===== src/rtl/sdio_switch_sequencer_if.sv =====
`default_nettype none
// +--------------------------------------------------------------------+
// | sdio_switch_sequencer_if : APB slave bus bundle for the sequencer   |
// | Rev 1.0                                                            |
// +--------------------------------------------------------------------+
interface sdio_switch_sequencer_if;
   logic        psel;
   logic        penable;
   logic        pwrite;
   logic [31:0] paddr;
   logic [31:0] pwdata;
   logic [31:0] prdata;
   logic        pready;
   logic        pslverr;

   modport master (
      output psel, penable, pwrite, paddr, pwdata,
      input  prdata, pready, pslverr
   );

   modport slave (
      input  psel, penable, pwrite, paddr, pwdata,
      output prdata, pready, pslverr
   );
endinterface
`default_nettype wire


===== src/rtl/sdio_switch_sequencer.sv =====
`default_nettype none
// +--------------------------------------------------------------------+
// | sdio_switch_sequencer : APB-controlled SD/eMMC mux switch sequence  |
// | (drain host, power off, flip select, power on, settle). Rev 1.0    |
// +--------------------------------------------------------------------+
module sdio_switch_sequencer #(
   parameter logic        RESET_SEL   = 1'b0,
   parameter logic [15:0] SETTLE_RST  = 16'd50000,
   parameter logic [15:0] TIMEOUT_RST = 16'hFFFF
) (
   input  wire                           pclk,
   input  wire                           presetn,
   sdio_switch_sequencer_if.slave        apb,
   input  wire                           host_busy,
   output logic                          SDIO_control,
   output logic                          card_pwr_en,
   output logic                          seq_irq
);

   typedef enum logic [2:0] {
      S_IDLE    = 3'd0,
      S_DRAIN   = 3'd1,
      S_PWR_OFF = 3'd2,
      S_SWITCH  = 3'd3,
      S_PWR_ON  = 3'd4,
      S_DONE    = 3'd5
   } state_t;

   state_t      state_q, state_d;
   logic [15:0] cnt_q, cnt_d;
   logic        sel_q, sel_d;
   logic        pwr_q, pwr_d;
   logic        tgt_q, tgt_d;
   logic        same_q, same_d;
   logic        target_q, target_d;
   logic        irq_en_q, irq_en_d;
   logic        done_q, done_d;
   logic        terr_q, terr_d;
   logic [15:0] settle_q, settle_d;
   logic [15:0] timeout_q, timeout_d;
   logic [31:0] prdata_q, prdata_d;
   logic        pready_q, pready_d;
   logic        pslverr_q, pslverr_d;
   logic        irq_q, irq_d;

   logic        w_setup;
   logic        w_wr;
   logic [1:0]  w_addr;
   logic        w_go_ok;
   logic        w_set_done;
   logic        w_set_terr;
   logic [15:0] w_settle_ld;
   logic [31:0] w_rdata;
   logic        w_unused;

   assign w_setup     = apb.psel & ~apb.penable;
   assign w_wr        = apb.psel & apb.penable & pready_q & apb.pwrite;
   assign w_addr      = apb.paddr[3:2];
   // A GO flagged with pslverr in its setup phase must not start anything.
   assign w_go_ok     = w_wr & (w_addr == 2'd0) & apb.pwdata[1] & ~pslverr_q & (state_q == S_IDLE);
   assign w_settle_ld = (settle_q == 16'd0) ? 16'd0 : settle_q - 16'd1;
   assign w_unused    = ^{apb.paddr[31:4], apb.paddr[1:0], apb.pwdata[31:16]};

   always_comb begin
      state_d    = state_q;
      cnt_d      = cnt_q;
      sel_d      = sel_q;
      pwr_d      = pwr_q;
      tgt_d      = tgt_q;
      same_d     = 1'b0;
      w_set_done = same_q;
      w_set_terr = 1'b0;
      case (state_q)
         S_IDLE: begin
            if (w_go_ok) begin
               tgt_d = apb.pwdata[0];
               if (apb.pwdata[0] == sel_q) begin
                  same_d = 1'b1;
               end else begin
                  state_d = S_DRAIN;
                  cnt_d   = timeout_q;
               end
            end
         end
         S_DRAIN: begin
            // A counter loaded with 0 never reaches 1, so it waits forever.
            if (!host_busy) begin
               state_d = S_PWR_OFF;
               pwr_d   = 1'b0;
               cnt_d   = w_settle_ld;
            end else if (cnt_q == 16'd1) begin
               state_d    = S_IDLE;
               w_set_terr = 1'b1;
            end else if (cnt_q != 16'd0) begin
               cnt_d = cnt_q - 16'd1;
            end
         end
         S_PWR_OFF: begin
            if (cnt_q == 16'd0) begin
               state_d = S_SWITCH;
               sel_d   = tgt_q;
            end else begin
               cnt_d = cnt_q - 16'd1;
            end
         end
         S_SWITCH: begin
            state_d = S_PWR_ON;
            pwr_d   = 1'b1;
            cnt_d   = w_settle_ld;
         end
         S_PWR_ON: begin
            if (cnt_q == 16'd0) begin
               state_d = S_DONE;
            end else begin
               cnt_d = cnt_q - 16'd1;
            end
         end
         S_DONE: begin
            state_d    = S_IDLE;
            w_set_done = 1'b1;
         end
         default: state_d = S_IDLE;
      endcase
   end

   always_comb begin
      case (w_addr)
         2'd0:    w_rdata = {29'd0, irq_en_q, 1'b0, target_q};
         2'd1:    w_rdata = {25'd0, state_q, done_q, terr_q, (state_q != S_IDLE), sel_q};
         2'd2:    w_rdata = {16'd0, settle_q};
         default: w_rdata = {16'd0, timeout_q};
      endcase
   end

   always_comb begin
      target_d  = target_q;
      irq_en_d  = irq_en_q;
      settle_d  = settle_q;
      timeout_d = timeout_q;
      if (w_wr) begin
         case (w_addr)
            2'd0: begin
               target_d = apb.pwdata[0];
               irq_en_d = apb.pwdata[2];
            end
            2'd2:    settle_d  = apb.pwdata[15:0];
            2'd3:    timeout_d = apb.pwdata[15:0];
            default: ;
         endcase
      end
      // Hardware set beats a simultaneous write-1-to-clear.
      done_d    = (done_q & ~(w_wr & (w_addr == 2'd1) & apb.pwdata[3])) | w_set_done;
      terr_d    = (terr_q & ~(w_wr & (w_addr == 2'd1) & apb.pwdata[2])) | w_set_terr;
      irq_d     = irq_en_d & (done_d | terr_d);
      pready_d  = w_setup;
      prdata_d  = (w_setup & ~apb.pwrite) ? w_rdata : 32'd0;
      pslverr_d = w_setup & apb.pwrite & (w_addr == 2'd0) & apb.pwdata[1] & (state_q != S_IDLE);
   end

   always_ff @(posedge pclk) begin
      if (!presetn) begin
         state_q   <= S_IDLE;
         cnt_q     <= 16'd0;
         sel_q     <= RESET_SEL;
         pwr_q     <= 1'b1;
         tgt_q     <= RESET_SEL;
         same_q    <= 1'b0;
         target_q  <= RESET_SEL;
         irq_en_q  <= 1'b0;
         done_q    <= 1'b0;
         terr_q    <= 1'b0;
         settle_q  <= SETTLE_RST;
         timeout_q <= TIMEOUT_RST;
         prdata_q  <= 32'd0;
         pready_q  <= 1'b0;
         pslverr_q <= 1'b0;
         irq_q     <= 1'b0;
      end else begin
         state_q   <= state_d;
         cnt_q     <= cnt_d;
         sel_q     <= sel_d;
         pwr_q     <= pwr_d;
         tgt_q     <= tgt_d;
         same_q    <= same_d;
         target_q  <= target_d;
         irq_en_q  <= irq_en_d;
         done_q    <= done_d;
         terr_q    <= terr_d;
         settle_q  <= settle_d;
         timeout_q <= timeout_d;
         prdata_q  <= prdata_d;
         pready_q  <= pready_d;
         pslverr_q <= pslverr_d;
         irq_q     <= irq_d;
      end
   end

   assign apb.prdata  = prdata_q;
   assign apb.pready  = pready_q;
   assign apb.pslverr = pslverr_q;
   assign SDIO_control = sel_q;
   assign card_pwr_en  = pwr_q;
   assign seq_irq      = irq_q;

endmodule
`default_nettype wire


===== src/flat_wrapper.sv =====
// flat-port wrapper written by rule: the top's interface ports become plain ports
module sdio_switch_sequencer_flat 
#(
   parameter logic        RESET_SEL   = 1'b0,
   parameter logic [15:0] SETTLE_RST  = 16'd50000,
   parameter logic [15:0] TIMEOUT_RST = 16'hFFFF
)
  (pclk, presetn, host_busy, SDIO_control, card_pwr_en, seq_irq, apb_psel, apb_penable, apb_pwrite, apb_paddr, apb_pwdata, apb_prdata, apb_pready, apb_pslverr);
  sdio_switch_sequencer_if apb_i ();
  input  wire pclk;
  input  wire presetn;
  input  wire host_busy;
  output logic SDIO_control;
  output logic card_pwr_en;
  output logic seq_irq;
  input wire logic [$bits(apb_i.psel)-1:0] apb_psel;
  input wire logic [$bits(apb_i.penable)-1:0] apb_penable;
  input wire logic [$bits(apb_i.pwrite)-1:0] apb_pwrite;
  input wire logic [$bits(apb_i.paddr)-1:0] apb_paddr;
  input wire logic [$bits(apb_i.pwdata)-1:0] apb_pwdata;
  output wire logic [$bits(apb_i.prdata)-1:0] apb_prdata;
  output wire logic [$bits(apb_i.pready)-1:0] apb_pready;
  output wire logic [$bits(apb_i.pslverr)-1:0] apb_pslverr;
  assign apb_i.psel = apb_psel;
  assign apb_i.penable = apb_penable;
  assign apb_i.pwrite = apb_pwrite;
  assign apb_i.paddr = apb_paddr;
  assign apb_i.pwdata = apb_pwdata;
  assign apb_prdata = apb_i.prdata;
  assign apb_pready = apb_i.pready;
  assign apb_pslverr = apb_i.pslverr;
  sdio_switch_sequencer #(.RESET_SEL(RESET_SEL), .SETTLE_RST(SETTLE_RST), .TIMEOUT_RST(TIMEOUT_RST)) u_core (.pclk(pclk), .presetn(presetn), .apb(apb_i), .host_busy(host_busy), .SDIO_control(SDIO_control), .card_pwr_en(card_pwr_en), .seq_irq(seq_irq));
endmodule

===== config.mk =====
export PLATFORM = sky130hd
export DESIGN_NAME = sdio_switch_sequencer_flat
export DESIGN_NICKNAME = d
export VERILOG_FILES = /design/src/rtl/sdio_switch_sequencer_if.sv /design/src/rtl/sdio_switch_sequencer.sv /design/src/flat_wrapper.sv
export SDC_FILE = /design/constraint.sdc
export NUM_CORES = 1
export LEC_CHECK = 0
export ABC_AREA = 1
export CORE_MARGIN = 5
export CORE_UTILIZATION = 50
export CTS_CLUSTER_SIZE = 10
export DETAILED_ROUTE_END_ITERATION = 16
export GPL_TIMING_DRIVEN = 0
export PLACE_DENSITY_LB_ADDON = 0.05
export SYNTH_ARGS = -nofsm -noshare
export SYNTH_HDL_FRONTEND = slang
export SYNTH_SLANG_ARGS = --single-unit

===== constraint.sdc =====
create_clock -name pclk -period 1.9 [get_ports pclk]
set_input_delay 0.38 -clock pclk [delete_from_list [all_inputs] [get_ports pclk]]
set_output_delay 0.38 -clock pclk [all_outputs]
set_load 0.1 [all_outputs]

==> report_table.html <==
<table>
<tr><th>Metric</th><th>Value</th></tr>
<tr><th colspan="2">Place</th></tr>
<tr><td>Port Buffer Count</td><td>between 40 and 50</td></tr>
<tr><td>Detailed Place HPWL</td><td>8770 µm</td></tr>
<tr><td>Worst Setup Slack post-DPL</td><td>-0.468 ns</td></tr>
<tr><td>Final weighted congestion of routability-driven global placement</td><td>~0.95</td></tr>
<tr><th colspan="2">Global route</th></tr>
<tr><td>Vias in the first global route</td><td>between 3000 and 4000</td></tr>
<tr><td>Leftover overflow at the end of global routing</td><td>0</td></tr>
<tr><td>GRT Util Overall</td><td>0.230</td></tr>
<tr><td>Initial antenna violation count</td><td>0</td></tr>
<tr><td>Wire length of the first global-routing pass</td><td>18900 µm</td></tr>
<tr><td>Maximum number of pins on one net before global-route repair</td><td>18</td></tr>
<tr><th colspan="2">Floorplan</th></tr>
<tr><td>Effective utilization at floorplan</td><td>0.518</td></tr>
<tr><td>Count of boundary I/O pins</td><td>~110</td></tr>
<tr><td>Width of the die</td><td>about 100 µm</td></tr>
<tr><td>Core box area</td><td>0.00830 mm²</td></tr>
<tr><td>Die Outline Area</td><td>roughly 0.011 mm²</td></tr>
<tr><td>Number of standard-cell rows in the floorplan</td><td>33</td></tr>
<tr><td>Die Y-Extent</td><td>~100 µm</td></tr>
<tr><th colspan="2">Synth</th></tr>
<tr><td>Sequential cell area fraction in the yosys report</td><td>0.363</td></tr>
<tr><td>Cell type with the largest total area after synthesis</td><td>sky130_fd_sc_hd__dfxtp_1</td></tr>
<tr><td>Largest cells by area after synthesis</td><td>sky130_fd_sc_hd__dfxtp_1 (36%), sky130_fd_sc_hd__nand2_1 (11%), sky130_fd_sc_hd__inv_1 (7.2%), sky130_fd_sc_hd__nor2_1 (7.0%), sky130_fd_sc_hd__o211ai_1 (4.4%)</td></tr>
<tr><td>Post-Synthesis Cell Area</td><td>about 0.0043 mm²</td></tr>
<tr><td>Gate Count Post-Synth</td><td>between 600 and 700</td></tr>
<tr><td>Most instantiated cells after synthesis</td><td>sky130_fd_sc_hd__nand2_1 (123), sky130_fd_sc_hd__inv_1 (82), sky130_fd_sc_hd__nor2_1 (80)</td></tr>
<tr><td>Synthesis-stage register bit count</td><td>between 70 and 80</td></tr>
<tr><td>EDFF count, synth</td><td>0</td></tr>
<tr><td>Async S/R FF share, synth</td><td>0</td></tr>
<tr><td>Average footprint of a synthesized cell</td><td>approximately 7.0 µm²</td></tr>
<tr><td>Most common cell in the synthesized netlist</td><td>sky130_fd_sc_hd__nand2_1</td></tr>
<tr><td>Yosys Warn Count</td><td>0</td></tr>
<tr><td>Count of distinct cell types in the synthesized netlist</td><td>43</td></tr>
<tr><td>Area fraction of the dominant cell type after synthesis</td><td>0.363</td></tr>
<tr><td>Top FF cell, synth</td><td>sky130_fd_sc_hd__dfxtp_1</td></tr>
<tr><th colspan="2">Routing</th></tr>
<tr><td>Wire length per cell</td><td>between 10 and 15 µm</td></tr>
<tr><td>Via/cell ratio</td><td>slightly above 5</td></tr>
<tr><td>Total wire length</td><td>11700 µm</td></tr>
<tr><td>Via count</td><td>just over 4000</td></tr>
<tr><td>Antenna violation net count after detailed routing</td><td>0</td></tr>
<tr><td>Number of DRC markers in iteration 0</td><td>approximately 320</td></tr>
<tr><td>DRC violations left</td><td>0</td></tr>
<tr><td>First drt pass iteration count</td><td>5</td></tr>
<tr><th colspan="2">Clocking</th></tr>
<tr><td>Post-CTS Hold Fix Bufs</td><td>0</td></tr>
<tr><td>Clock latency at the later pin of the worst-skew pair</td><td>approximately 0.37 ns</td></tr>
<tr><td>Clock tree from TritonCTS</td><td>built</td></tr>
<tr><td>Max H-tree Level</td><td>3</td></tr>
<tr><td>Clock transition at the registers of the reported paths</td><td>roughly 0.10 ns</td></tr>
<tr><td>Num CTS Buffers</td><td>9</td></tr>
<tr><td>Clock tree sinks</td><td>between 70 and 80</td></tr>
<tr><td>Buffer levels on the longest clock path</td><td>2</td></tr>
<tr><td>Clock root cell</td><td>sky130_fd_sc_hd__clkbuf_8</td></tr>
<tr><th colspan="2">Timing</th></tr>
<tr><td>Number of pins with negative max-slew slack in the final report</td><td>0</td></tr>
<tr><td>Slew Limit Headroom</td><td>0.501</td></tr>
<tr><td>Worst Tran Pin Value</td><td>about 0.75 ns</td></tr>
<tr><td>Worst setup slack after layout</td><td>roughly 0.065 ns</td></tr>
<tr><td>Sum Neg Setup Slack</td><td>0 ns</td></tr>
<tr><td>Achievable Freq</td><td>between 500 and 600 MHz</td></tr>
<tr><td>Final hold violation count</td><td>0</td></tr>
<tr><td>Min Clock Period, post-route</td><td>1.84 ns</td></tr>
<tr><td>Period utilisation layout</td><td>0.966</td></tr>
<tr><td>Worst setup skew after layout</td><td>around 0.016 ns</td></tr>
<tr><td>Final setup vio count</td><td>0</td></tr>
<tr><th colspan="2">Setup path</th></tr>
<tr><td>Number of cells traversed by the worst register-to-register path</td><td>10</td></tr>
<tr><td>Setup slack, reg-to-reg</td><td>approximately 0.065 ns</td></tr>
<tr><td>Launch point of the worst reg-to-reg path</td><td>u_core.settle_q[0]</td></tr>
<tr><td>Largest fanout on the critical path</td><td>10</td></tr>
<tr><td>Critical path class</td><td>flop to flop</td></tr>
<tr><td>Worst r2r dst</td><td>u_core.cnt_q[0]</td></tr>
<tr><td>Critical path data arrival time</td><td>between 2 and 2.5 ns</td></tr>
<tr><td>Setup crit start kind</td><td>flop</td></tr>
<tr><td>Worst EP required</td><td>2.16 ns</td></tr>
<tr><td>Worst setup EP type</td><td>flop</td></tr>
<tr><th colspan="2">Power</th></tr>
<tr><td>PD cells</td><td>between 1000 and 1500 mW/mm²</td></tr>
<tr><td>Worst ir drop on vdd</td><td>0.000446 V</td></tr>
<tr><td>Standby leakage power</td><td>roughly 2.4 nW</td></tr>
<tr><th colspan="2">Worst hold path</th></tr>
<tr><td>Class of the most critical hold timing path</td><td>flop to flop</td></tr>
<tr><td>Worst hold path cell count</td><td>2</td></tr>
<tr><td>Hold path startpoint</td><td>u_core.card_pwr_en</td></tr>
<tr><td>Hold EP</td><td>u_core.card_pwr_en</td></tr>
<tr><th colspan="2">Final layout</th></tr>
<tr><td>Fraction of final layout cells sized beyond drive strength 1</td><td>0.185</td></tr>
<tr><td>Final Net Count</td><td>760</td></tr>
<tr><td>Antenna cells</td><td>0</td></tr>
<tr><td>P&amp;R area growth vs syn</td><td>21.3%</td></tr>
<tr><th colspan="2">Outcome</th></tr>
<tr><td>Status</td><td>finished clean</td></tr>
<tr><th colspan="2">Job</th></tr>
<tr><td>Max-cap viol count</td><td>0</td></tr>
</table>
final cells by class:
type	instances	area [µm²]
Timing Repair Buffer	46	465
Buffer	35	236
Fill cell	765	3080
Sequential cell	78	1570
Tap cell	105	131
Multi-Input combinational cell	427	2290
Inverter	89	339
Clock buffer	9	124
Clock inverter	7	68.8
per-layer routing:
layer / up-vias / part of all wire / GRT usage
met2: 187 / 0.43 / 0.351
li1: 2087 / - / -
met1: 1824 / 0.47 / 0.326
met3: 21 / 0.082 / 0.0582
met5: - / 0 / 0
met4: 0 / 0.017 / 0.0558
state kept, by name, summed over array words and instances, names as in the netlist, 3 cells and up:
signal and cells:
u_core.apb.prdata 16, u_core.cnt_q 16, u_core.settle_q 16, u_core.state_q 3
u_core.timeout_q 16
through the flow:
step,util,instances,cell area [µm²],power [W],hold slack [ns]
2_1_floorplan,-,629,4360,0.00362,0.455
3_3_place_gp,0.594,778,4930,0.00399,0.442
3_5_place_dp,0.594,778,4930,0.00404,0.443
4_1_cts,0.621,794,5150,0.00530,0.465
5_1_grt,0.629,796,5220,0.00564,0.492
6_report,0.629,796,5220,0.00532,0.459
critical path, stage by stage, from the launching register on:
cell	delay [ns]
sky130_fd_sc_hd__dfxtp_1	0.35
sky130_fd_sc_hd__inv_1	0.15
sky130_fd_sc_hd__ha_4	0.17
sky130_fd_sc_hd__nand2_1	0.10
sky130_fd_sc_hd__nor2_4	0.18
sky130_fd_sc_hd__nand4_4	0.12
sky130_fd_sc_hd__nand2_2	0.10
sky130_fd_sc_hd__buf_6	0.13
sky130_fd_sc_hd__o21ai_0	0.07
sky130_fd_sc_hd__nor3_1	0.26
sky130_fd_sc_hd__nor2_1	0.08
report_power, final:
part / total, W / internal, W / leakage [nW] / switching [W]
Combinational: 0.00219 / 0.000761 / 1.71 / 0.00143
Sequential: 0.00186 / 0.00174 / 0.632 / 0.000123
Clock: 0.00127 / 0.000519 / 0.101 / 0.000748
logic make-up after synthesis:
kind of cell / after synthesis / synth area share
other: 1 / 0.000872
buffers and inverters: 124 / 0.132
AOI/OAI and AO/OA: 111 / 0.163
adders and majority gates: 4 / 0.0116
and+or+nand+nor: 279 / 0.295
DFF: 78 / 0.363
xor gates and xnor gates: 17 / 0.0346
worst max path at each step:
stage / startpoint / to / slack (ns) / cells past startpoint
after floorplan: u_core.apb.pready / u_core.cnt_q[5] / 0.02 / 10
after global placement: apb_paddr[3] / u_core.settle_q[12] / -0.42 / 9
after detailed placement: apb_paddr[3] / u_core.settle_q[12] / -0.47 / 9
after CTS: apb_paddr[3] / u_core.cnt_q[5] / -0.04 / 10
after global routing: u_core.settle_q[0] / u_core.cnt_q[0] / -0.004 / 10
final: u_core.settle_q[0] / u_core.cnt_q[0] / 0.06 / 10
placed cells by master (no fill, tap or decap), types with 7 or more instances in the layout:
cell type and n:
sky130_fd_sc_hd__inv_2 7, sky130_fd_sc_hd__nand2_1 122, sky130_fd_sc_hd__nor3_1 9, sky130_fd_sc_hd__nand2_2 10, sky130_fd_sc_hd__nor2_1 77, sky130_fd_sc_hd__clkbuf_1 7, sky130_fd_sc_hd__o22ai_1 12, sky130_fd_sc_hd__o21ai_2 8
sky130_fd_sc_hd__inv_1 81, sky130_fd_sc_hd__o211ai_1 25, sky130_fd_sc_hd__clkbuf_8 9, sky130_fd_sc_hd__dfxtp_1 75, sky130_fd_sc_hd__buf_4 19, sky130_fd_sc_hd__nor2_4 8, sky130_fd_sc_hd__clkdlybuf4s15_2 18, sky130_fd_sc_hd__clkdlybuf4s50_1 22
sky130_fd_sc_hd__o21ai_0 33, sky130_fd_sc_hd__xor2_1 12, sky130_fd_sc_hd__nand3_1 26, sky130_fd_sc_hd__a21oi_1 17, sky130_fd_sc_hd__conb_1 16
timing repair:
item,in CTS,in global routing
setup buffers,0,2
resized for setup,61,25
setup endpoints to repair,26,39
pin swaps,0,5
Note: power is estimated with default switching activity, not from simulation.
